File: config.mk
export PLATFORM = sky130hd
export DESIGN_NAME = vga_sync_gen
export DESIGN_NICKNAME = d
export VERILOG_FILES = /design/src/rtl/vga_pkg.sv /design/src/rtl/vga_pixel_div.sv /design/src/rtl/vga_sync_gen.sv
export SDC_FILE = /design/constraint.sdc
export NUM_CORES = 1
export LEC_CHECK = 0
export ABC_AREA = 1
export CAP_MARGIN = 20
export CORE_ASPECT_RATIO = 0.9
export CORE_UTILIZATION = 30
export DETAILED_ROUTE_END_ITERATION = 10
export RECOVER_POWER = 25
export SLEW_MARGIN = 20
export SYNTH_ARGS = -nofsm -noshare
export SYNTH_HDL_FRONTEND = slang
export SYNTH_SLANG_ARGS = --single-unit
export TNS_END_PERCENT = 1
File: constraint.sdc
create_clock -name clock_50 -period 2.65 [get_ports clock_50]
set_input_delay 0.53 -clock clock_50 [delete_from_list [all_inputs] [get_ports clock_50]]
set_output_delay 0.53 -clock clock_50 [all_outputs]
set_load 0.02 [all_outputs]
File: src/rtl/vga_pkg.sv
// ============================================================================
// Module : vga_pkg
// Brief  : Shared 640x480@60 timing constants, sync polarity, decode helpers.
// Rev    : 1.0  initial release
// ============================================================================
`default_nettype none

package vga_pkg;

  localparam int unsigned COORD_W     = 10;
  localparam int unsigned COORD_LIMIT = 1 << COORD_W;
  localparam int unsigned FRAME_CNT_W = 16;

  localparam int unsigned VGA_CLK_DIV   = 2;
  localparam int unsigned VGA_H_VISIBLE = 640;
  localparam int unsigned VGA_H_FRONT   = 16;
  localparam int unsigned VGA_H_SYNC    = 96;
  localparam int unsigned VGA_H_BACK    = 48;
  localparam int unsigned VGA_V_VISIBLE = 480;
  localparam int unsigned VGA_V_FRONT   = 10;
  localparam int unsigned VGA_V_SYNC    = 2;
  localparam int unsigned VGA_V_BACK    = 33;

  localparam int unsigned VGA_H_TOTAL =
    VGA_H_VISIBLE + VGA_H_FRONT + VGA_H_SYNC + VGA_H_BACK;
  localparam int unsigned VGA_V_TOTAL =
    VGA_V_VISIBLE + VGA_V_FRONT + VGA_V_SYNC + VGA_V_BACK;

  // Both syncs are active-low for this mode.
  localparam logic SYNC_ACTIVE = 1'b0;

  typedef struct packed {
    logic hsync;
    logic vsync;
    logic display_on;
  } vga_ctrl_t;

  localparam vga_ctrl_t CTRL_IDLE = '{
    hsync:      ~SYNC_ACTIVE,
    vsync:      ~SYNC_ACTIVE,
    display_on: 1'b0
  };

  // True when val lies in the half-open window [lo, lo+len).
  function automatic logic in_span(
    input logic [COORD_W-1:0] val,
    input int unsigned        lo,
    input int unsigned        len
  );
    return (32'(val) >= lo) && (32'(val) < (lo + len));
  endfunction

endpackage

`default_nettype wire

File: src/rtl/vga_pixel_div.sv
// ============================================================================
// Module : vga_pixel_div
// Brief  : Board-clock to pixel-rate clock-enable generator (CLK_DIV clocks).
// Rev    : 1.0  initial release
// ============================================================================
`default_nettype none

module vga_pixel_div #(
  parameter int unsigned CLK_DIV = 2
) (
  input  logic clk,
  input  logic rst_n,
  output logic o_tick,
  output logic o_tick_nxt
);

  localparam int unsigned DIV_W = (CLK_DIV > 1) ? $clog2(CLK_DIV) : 1;
  localparam logic [DIV_W-1:0] DIV_LAST = DIV_W'(CLK_DIV - 1);

  logic [DIV_W-1:0] r_div_cnt;
  logic [DIV_W-1:0] w_div_nxt;
  logic             r_tick;

  generate
    if (CLK_DIV <= 1) begin : g_div_one
      assign w_div_nxt = '0;
    end else begin : g_div_n
      assign w_div_nxt = (r_div_cnt == DIV_LAST) ? '0 : r_div_cnt + DIV_W'(1);
    end
  endgenerate

  // Tick is registered so it reads 0 while reset is held, even for CLK_DIV=1.
  assign o_tick_nxt = (w_div_nxt == DIV_LAST);

  always_ff @(posedge clk or negedge rst_n) begin
    if (!rst_n) begin
      r_div_cnt <= '0;
      r_tick    <= 1'b0;
    end else begin
      r_div_cnt <= w_div_nxt;
      r_tick    <= o_tick_nxt;
    end
  end

  assign o_tick = r_tick;

endmodule

`default_nettype wire

File: src/rtl/vga_sync_gen.sv
// ============================================================================
// Module : vga_sync_gen
// Brief  : 640x480@60 VGA timing generator; frame counter under VGA_FRAME_COUNT_EN.
// Rev    : 1.0  initial release
// ============================================================================
`default_nettype none

module vga_sync_gen
  import vga_pkg::*;
#(
  parameter int unsigned CLK_DIV   = VGA_CLK_DIV,
  parameter int unsigned H_VISIBLE = VGA_H_VISIBLE,
  parameter int unsigned H_FRONT   = VGA_H_FRONT,
  parameter int unsigned H_SYNC    = VGA_H_SYNC,
  parameter int unsigned H_BACK    = VGA_H_BACK,
  parameter int unsigned V_VISIBLE = VGA_V_VISIBLE,
  parameter int unsigned V_FRONT   = VGA_V_FRONT,
  parameter int unsigned V_SYNC    = VGA_V_SYNC,
  parameter int unsigned V_BACK    = VGA_V_BACK
) (
  input  logic               clock_50,
  input  logic               reset_n,
  output logic               hsync,
  output logic               vsync,
  output logic               display_on,
  output logic [COORD_W-1:0] pixel_x,
  output logic [COORD_W-1:0] pixel_y,
  output logic               pixel_tick,
  output logic               frame_start
`ifdef VGA_FRAME_COUNT_EN
  ,
  output logic [FRAME_CNT_W-1:0] frame_count
`endif
);

  localparam int unsigned H_TOTAL      = H_VISIBLE + H_FRONT + H_SYNC + H_BACK;
  localparam int unsigned V_TOTAL      = V_VISIBLE + V_FRONT + V_SYNC + V_BACK;
  localparam int unsigned H_SYNC_START = H_VISIBLE + H_FRONT;
  localparam int unsigned V_SYNC_START = V_VISIBLE + V_FRONT;
  localparam logic [COORD_W-1:0] H_LAST = COORD_W'(H_TOTAL - 1);
  localparam logic [COORD_W-1:0] V_LAST = COORD_W'(V_TOTAL - 1);

  generate
    if ((H_TOTAL > COORD_LIMIT) || (V_TOTAL > COORD_LIMIT)) begin : g_bad_total
      $error("vga_sync_gen: H_TOTAL or V_TOTAL exceeds the 10-bit coordinate range");
    end
    if (CLK_DIV == 0) begin : g_bad_div
      $error("vga_sync_gen: CLK_DIV must be at least 1");
    end
  endgenerate

  logic w_tick;
  logic w_tick_nxt;

  vga_pixel_div #(
    .CLK_DIV (CLK_DIV)
  ) u_pixel_div (
    .clk        (clock_50),
    .rst_n      (reset_n),
    .o_tick     (w_tick),
    .o_tick_nxt (w_tick_nxt)
  );

  logic [COORD_W-1:0] r_h_cnt;
  logic [COORD_W-1:0] r_v_cnt;
  logic [COORD_W-1:0] w_h_nxt;
  logic [COORD_W-1:0] w_v_nxt;
  logic               w_h_wrap;
  logic               w_v_wrap;

  always_comb begin
    w_h_wrap = (r_h_cnt == H_LAST);
    w_v_wrap = (r_v_cnt == V_LAST);
    w_h_nxt  = r_h_cnt;
    w_v_nxt  = r_v_cnt;
    if (w_tick) begin
      if (w_h_wrap) begin
        w_h_nxt = '0;
        w_v_nxt = w_v_wrap ? '0 : r_v_cnt + COORD_W'(1);
      end else begin
        w_h_nxt = r_h_cnt + COORD_W'(1);
      end
    end
  end

  // Decode from the next count so every registered output lines up with pixel_x/y.
  vga_ctrl_t w_ctrl_nxt;
  logic      w_frame_start_nxt;

  always_comb begin
    w_ctrl_nxt.display_on = in_span(w_h_nxt, 0, H_VISIBLE) &&
                            in_span(w_v_nxt, 0, V_VISIBLE);
    w_ctrl_nxt.hsync      = in_span(w_h_nxt, H_SYNC_START, H_SYNC) ?
                            SYNC_ACTIVE : ~SYNC_ACTIVE;
    w_ctrl_nxt.vsync      = in_span(w_v_nxt, V_SYNC_START, V_SYNC) ?
                            SYNC_ACTIVE : ~SYNC_ACTIVE;
    w_frame_start_nxt     = w_tick_nxt && (w_h_nxt == H_LAST) && (w_v_nxt == V_LAST);
  end

  vga_ctrl_t r_ctrl;
  logic      r_frame_start;

  always_ff @(posedge clock_50 or negedge reset_n) begin
    if (!reset_n) begin
      r_h_cnt       <= '0;
      r_v_cnt       <= '0;
      r_ctrl        <= CTRL_IDLE;
      r_frame_start <= 1'b0;
    end else begin
      r_h_cnt       <= w_h_nxt;
      r_v_cnt       <= w_v_nxt;
      r_ctrl        <= w_ctrl_nxt;
      r_frame_start <= w_frame_start_nxt;
    end
  end

  assign hsync       = r_ctrl.hsync;
  assign vsync       = r_ctrl.vsync;
  assign display_on  = r_ctrl.display_on;
  assign pixel_x     = r_h_cnt;
  assign pixel_y     = r_v_cnt;
  assign pixel_tick  = w_tick;
  assign frame_start = r_frame_start;

`ifdef VGA_FRAME_COUNT_EN
  logic [FRAME_CNT_W-1:0] r_frame_count;

  // Steps on the same edge that wraps the counters back to (0,0).
  always_ff @(posedge clock_50 or negedge reset_n) begin
    if (!reset_n) begin
      r_frame_count <= '0;
    end else if (r_frame_start) begin
      r_frame_count <= r_frame_count + FRAME_CNT_W'(1);
    end
  end

  assign frame_count = r_frame_count;
`endif

endmodule

`default_nettype wire

==> impl_metrics.yaml, run 1 <==
flow_run:
  cap_violations: 0
floorplan:
  row_count: 24
  die_area_sq_um: 5280
  core_area_sq_um: 4830
  initial_core_util_pct: 31.0
  fp.dieW_microns: 76.5
  io_pins: 27
  die_height_microns: 69.0
placed_design:
  place_inst: 315
  dp_slack_ps: 519
  hpwl_microns: 2780
  placed_cell_area_sq_um: 1840
  portBuffers: 26
  gp_congestion: 0.855
clock_network:
  cts_sinks: 25
  cts_tree: "yes"
  clkSlewWorstSetupHoldPaths_ps: 80
  cts-root-buf: "clkbuf_8"
  post_cts_resized: 0
  h-tree-depth: 1
  cts_hold_buf: 0
  numCtsBuffers: 3
  cts_buffer_depth: 2
  postCtsSetupRepairBufs: 0
  clk_latency_ps: 280
worst_setup_path:
  critPathLaunchType: "flop"
  path_max_fanout: 13
  crit_start: "u_pixel_div.r_div_cnt"
  worstSetupPathType: "flop to flop"
  critPathArrivalTime_ps: 2320
  critPathRequiredTime_ps: 2840
  r2r-start: "u_pixel_div.r_div_cnt"
  worst_setup_path_end_kind: "flop"
final_layout:
  antenna_cells: 0
  utilization_pct: 38.9
  nFillCells: 516
  final_layout_size_suffix_gt1_share_pct: 5.12
  area_delta_synth_final_pct: 25.6
  final_cell_mix: "85 x nand2_1, 34 x inv_1, 27 x nor2_1"
  fin_cells: 319
  final_common_cell: "nand2_1"
  fin_area_sq_um: 1880
  final_nets: 260
synthesis:
  ys_seq_area_share_pct: 41.9
  ys_types: 22
  yosysWarnings: 0
  synthTopCellsByArea: "dfrtp_1 38%, nand2_1 21%, inv_1 8.5%"
  synthCells: 224
  synth_top_family_by_area: "simple AND/OR/NAND/NOR gates"
  synth_mux_area_share_pct: 0
  synth_compound_area_share_pct: 3.51
  syn_area_per_cell_sq_um: 6.69
  synth-xor-area-share_pct: 0.585
  synthAdderAreaFrac_pct: 2.51
  syn_area_sq_um: 1500
  synth_largest_area_cell: "dfrtp_1"
  synthSimpleGateAreaFrac_pct: 41.7
  yosysTopAreaCellShare_pct: 38.4
  synth-seq-cells: 25
  synth_nets: 229
grt:
  grt_pass1_wl_microns: 6270
  overflow: 0
  grt_pass1_vias: 1282
  antenna_found_initial: 0
  track_usage_pct: 14.8
  grt_max_degree: 26
drt:
  wl_per_cell_microns: 11.6
  drt-initial-drc-count: 75
  vias_per_cell: 4.52
  drt_pass1_iterations: 4
  drt_wl_total_microns: 3690
  drtAntennaViolNets: 0
  drc_errors: 0
  routed-via-count: 1441
pwr:
  p_per_area_nw_per_um2: 332
  p_leak_nw: 1.01
  power_uw: 624
  peakVddDrop_v: 0.000247
timing:
  period_needed_ps: 2130
  hold-worst-slack_ps: 581
  finClkSkew_ps: 9.43
  timing.setup.tns_ps: 0
  finalHoldViolCount: 0
  worstMarginPinSlew_ps: 1370
  fin_crit_sh_pct: 80.5
  rsz0062_at_grt: "false"
  setup_viol: 0
  setup_ws_ps: 517
  slew_violations: 0
  fmax_mhz: 469
  slew_headroom_pct: 8.74
run_status:
  status: "complete, no violations"
hold_path:
  hp-class: "flop to flop"
  hp-start: "pixel_x[1]"
-- kinds of logic after synthesis --
logic type | Yosys count
xor+xnor | 1
simple gates | 147
fa+ha+maj | 3
flops | 25
compound gates | 10
buf+inv | 38
-- Yosys cell counts --
cell and number:
nand2_1 85, inv_1 34, nor2_1 27, dfrtp_1 23
nand3_1 23, o21ai_0 7, nand4_1 4, ha_1 3
dfstp_2 2, inv_2 2, nand2_2 2, nor3_1 2
a21oi_1 1, buf_4 1, clkinv_1 1, nand3b_1 1
nor2_2 1, nor2_4 1, nor3_4 1, o21ai_1 1
o21bai_1 1, xnor2_1 1
-- power by group --
group	internal [mW]	switching [mW]	total, mW
clock network	0.105	0.128	0.234
registers	0.381	0	0.381
logic	0.00126	0.00744	0.00870
-- critical path: stages (launching register included) --
cell,delay [ps]
dfrtp_1,580
clkinv_1,370
nor3_4,440
nand3_1,120
nand2_1,160
nand2_1,70
nor2_1,200
nand3_1,110
-- final cells by class --
class	instances	area, sq um	area share [%]
Timing Repair Buffer	27	264	14.0
Multi-Input combinational cell	161	723	38.4
Clock buffer	3	41.3	2.19
Tap cell	65	81.3	4.32
Inverter	37	139	7.38
Clock inverter	1	5.00	0.266
Sequential cell	25	628	33.4
-- state kept, by name, indices dropped and copies added, names as in the netlist --
signal                 count
hsync                      1
pixel_y                   10
display_on                 1
vsync                      1
pixel_x                   10
u_pixel_div.r_div_cnt      1
frame_start                1
-- metal layers --
metal | up-vias | wire (microns) | global-route usage [%]
met5 | - | 0 | 0
met4 | 0 | 48 | 3.42
met3 | 4 | 195 | 4.37
met2 | 33 | 1590 | 21.0
met1 | 651 | 1850 | 21.8
li1 | 753 | - | -
-- path summary, 6_finish.rpt --
kind	end	slack [ps]	cells after the start
max in group asynchronous	pixel_y[8]	760	2
hold reg to reg	pixel_x[1]	580	2
hold / removal	pixel_x[1]	580	2
min in group asynchronous	pixel_y[2]	1080	2
setup reg to reg	vsync	520	7
setup / recovery	vsync	520	7
Power figures use the tool's default switching activity.
==> run 2: changes to the inputs <==
==> constraint.sdc (replaced) <==
create_clock -name clock_50 -period 2.2 [get_ports clock_50]
set_input_delay 0.44 -clock clock_50 [delete_from_list [all_inputs] [get_ports clock_50]]
set_output_delay 0.44 -clock clock_50 [all_outputs]
set_load 0.02 [all_outputs]
==> run 2 against run 1 <==
Register-to-register slack worse by 270 ps. Count of clock-buffer cells in the layout grew 1. Cell count rose by 0.63%. Maximum frequency up 9.3%. Non-clock buffer count is 2 higher. First-iteration DRC count is 8.0% higher. Hold slack better by 19 ps. Flip-flop and latch count stayed put. Combinational power grew 34%. Global-route usage is 0.54 points lower. Clock skew down 8.0 ps.
==> impl_metrics.yaml, run 2 (synthesis results as in run 1) <==
placed_design:
  portBuffers: 26
  placed_cell_area_sq_um: 1850
  hpwl_microns: 2770
  gp_congestion: 0.913
grt:
  antenna_found_initial: 0
  grt_pass1_vias: 1276
  grt_pass1_wl_microns: 5930
  grt_max_degree: 26
  overflow: 0
  track_usage_pct: 14.3
timing:
  finClkSkew_ps: 1.40
  period_needed_ps: 1950
  timing.setup.tns_ps: 0
  rsz0062_at_grt: "false"
  slew_violations: 0
  worstMarginPinSlew_ps: 327
  fmax_mhz: 512
  slew_headroom_pct: 78.0
  finalHoldViolCount: 0
  fin_crit_sh_pct: 88.7
  setup_viol: 0
  hold-worst-slack_ps: 599
hold_path:
  hp-class: "flop to flop"
clock_network:
  numCtsBuffers: 3
  h-tree-depth: 1
  cts_tree: "yes"
  clkSlewWorstSetupHoldPaths_ps: 90
  cts_hold_buf: 0
  clk_latency_ps: 270
  cts-root-buf: "clkbuf_8"
  cts_buffer_depth: 2
  cts_sinks: 25
worst_setup_path:
  critPathLaunchType: "flop"
  path_max_fanout: 5
  critPathRequiredTime_ps: 2360
  critPathArrivalTime_ps: 2120
  worst_setup_path_end_kind: "flop"
  worstSetupPathType: "flop to flop"
final_layout:
  final_layout_size_suffix_gt1_share_pct: 6.25
  final_cell_mix: "85 x nand2_1, 34 x inv_1, 27 x nor2_1"
  final_nets: 262
  antenna_cells: 0
  final_common_cell: "nand2_1"
  fin_area_sq_um: 1900
  area_delta_synth_final_pct: 26.9
flow_run:
  cap_violations: 0
run_status:
  status: "complete, no violations"
floorplan:
  row_count: 24
  io_pins: 27
  core_area_sq_um: 4830
  initial_core_util_pct: 31.0
  fp.dieW_microns: 76.5
  die_area_sq_um: 5280
  die_height_microns: 69.0
drt:
  wl_per_cell_microns: 11.2
  drt-initial-drc-count: 81
  drt_pass1_iterations: 4
  routed-via-count: 1435
  drt_wl_total_microns: 3590
  drc_errors: 0
  drtAntennaViolNets: 0
  vias_per_cell: 4.47
pwr:
  peakVddDrop_v: 0.000422
  p_leak_nw: 1.02
  p_per_area_nw_per_um2: 396
## run 2: cell count changes in the layout (fill, tap and decap cells not counted), sizes merged
cell,delta
clkinv,-1
buf,+3
## run 2: final timing paths
check / from / to / slack, ps / cells after the start
setup / recovery: pixel_x[0] / display_on / 250 / 10
hold / removal: pixel_x[1] / pixel_x[1] / 600 / 2
setup reg to reg: pixel_x[0] / display_on / 250 / 10
hold reg to reg: pixel_x[1] / pixel_x[1] / 600 / 2
max in group asynchronous: reset_n / hsync / 1290 / 2
min in group asynchronous: reset_n / pixel_y[2] / 610 / 2
## run 2: worst max-delay path, stage by stage (launching register included)
cell	delay, ps
dfrtp_1	430
ha_1	190
nand2_1	70
nor2_1	250
nand4_1	170
nand2_1	80
o21ai_0	70
nor2_1	270
o21ai_0	190
nand2_1	90
nor2_1	40
## run 2: where the power goes
part           switching [mW]  leakage [nW]  total (mW)  internal, mW
Sequential                  0         0.322       0.459         0.459
Clock                   0.151        0.0228       0.281         0.130
Combinational         0.00931         0.678      0.0117       0.00236
Total                   0.160          1.02       0.752         0.591
## run 2: through the flow
stage               utilization [%]  worst slack [ps]  power [mW]  std cells
finish                         39.3               248       0.752        321
CTS                            39.3               169       0.763        321
detailed placement             38.4               192       0.481        317
floorplan                         -               475       0.468        224
global placement               38.4               195       0.481        317
global route                   39.3              58.2       0.781        321
## run 2: final cells by class
type                    instances  area [sq um]
clock buffers                   4          45.0
inverters                      37           139
well taps                      65          81.3
flip-flops and latches         25           629
repair buffers                 29           283
fillers                       510          2930
multi-input cells             161           723
## run 2: metal layers
layer	vias to the layer above	global-route usage, %	part of all wire (%)
met5	-	0	0
met4	0	1.92	0.31
met3	2	3.44	6.6
met2	35	22.7	42
met1	641	20.0	51
li1	757	-	-
## run 2: repair_timing
| item | 4_1_cts | 5_1_grt |
|---|---|---|
| buffers inserted | 0 | 0 |
| endpoints found under the setup margin | 0 | 1 |
| resized for setup | 0 | 1 |
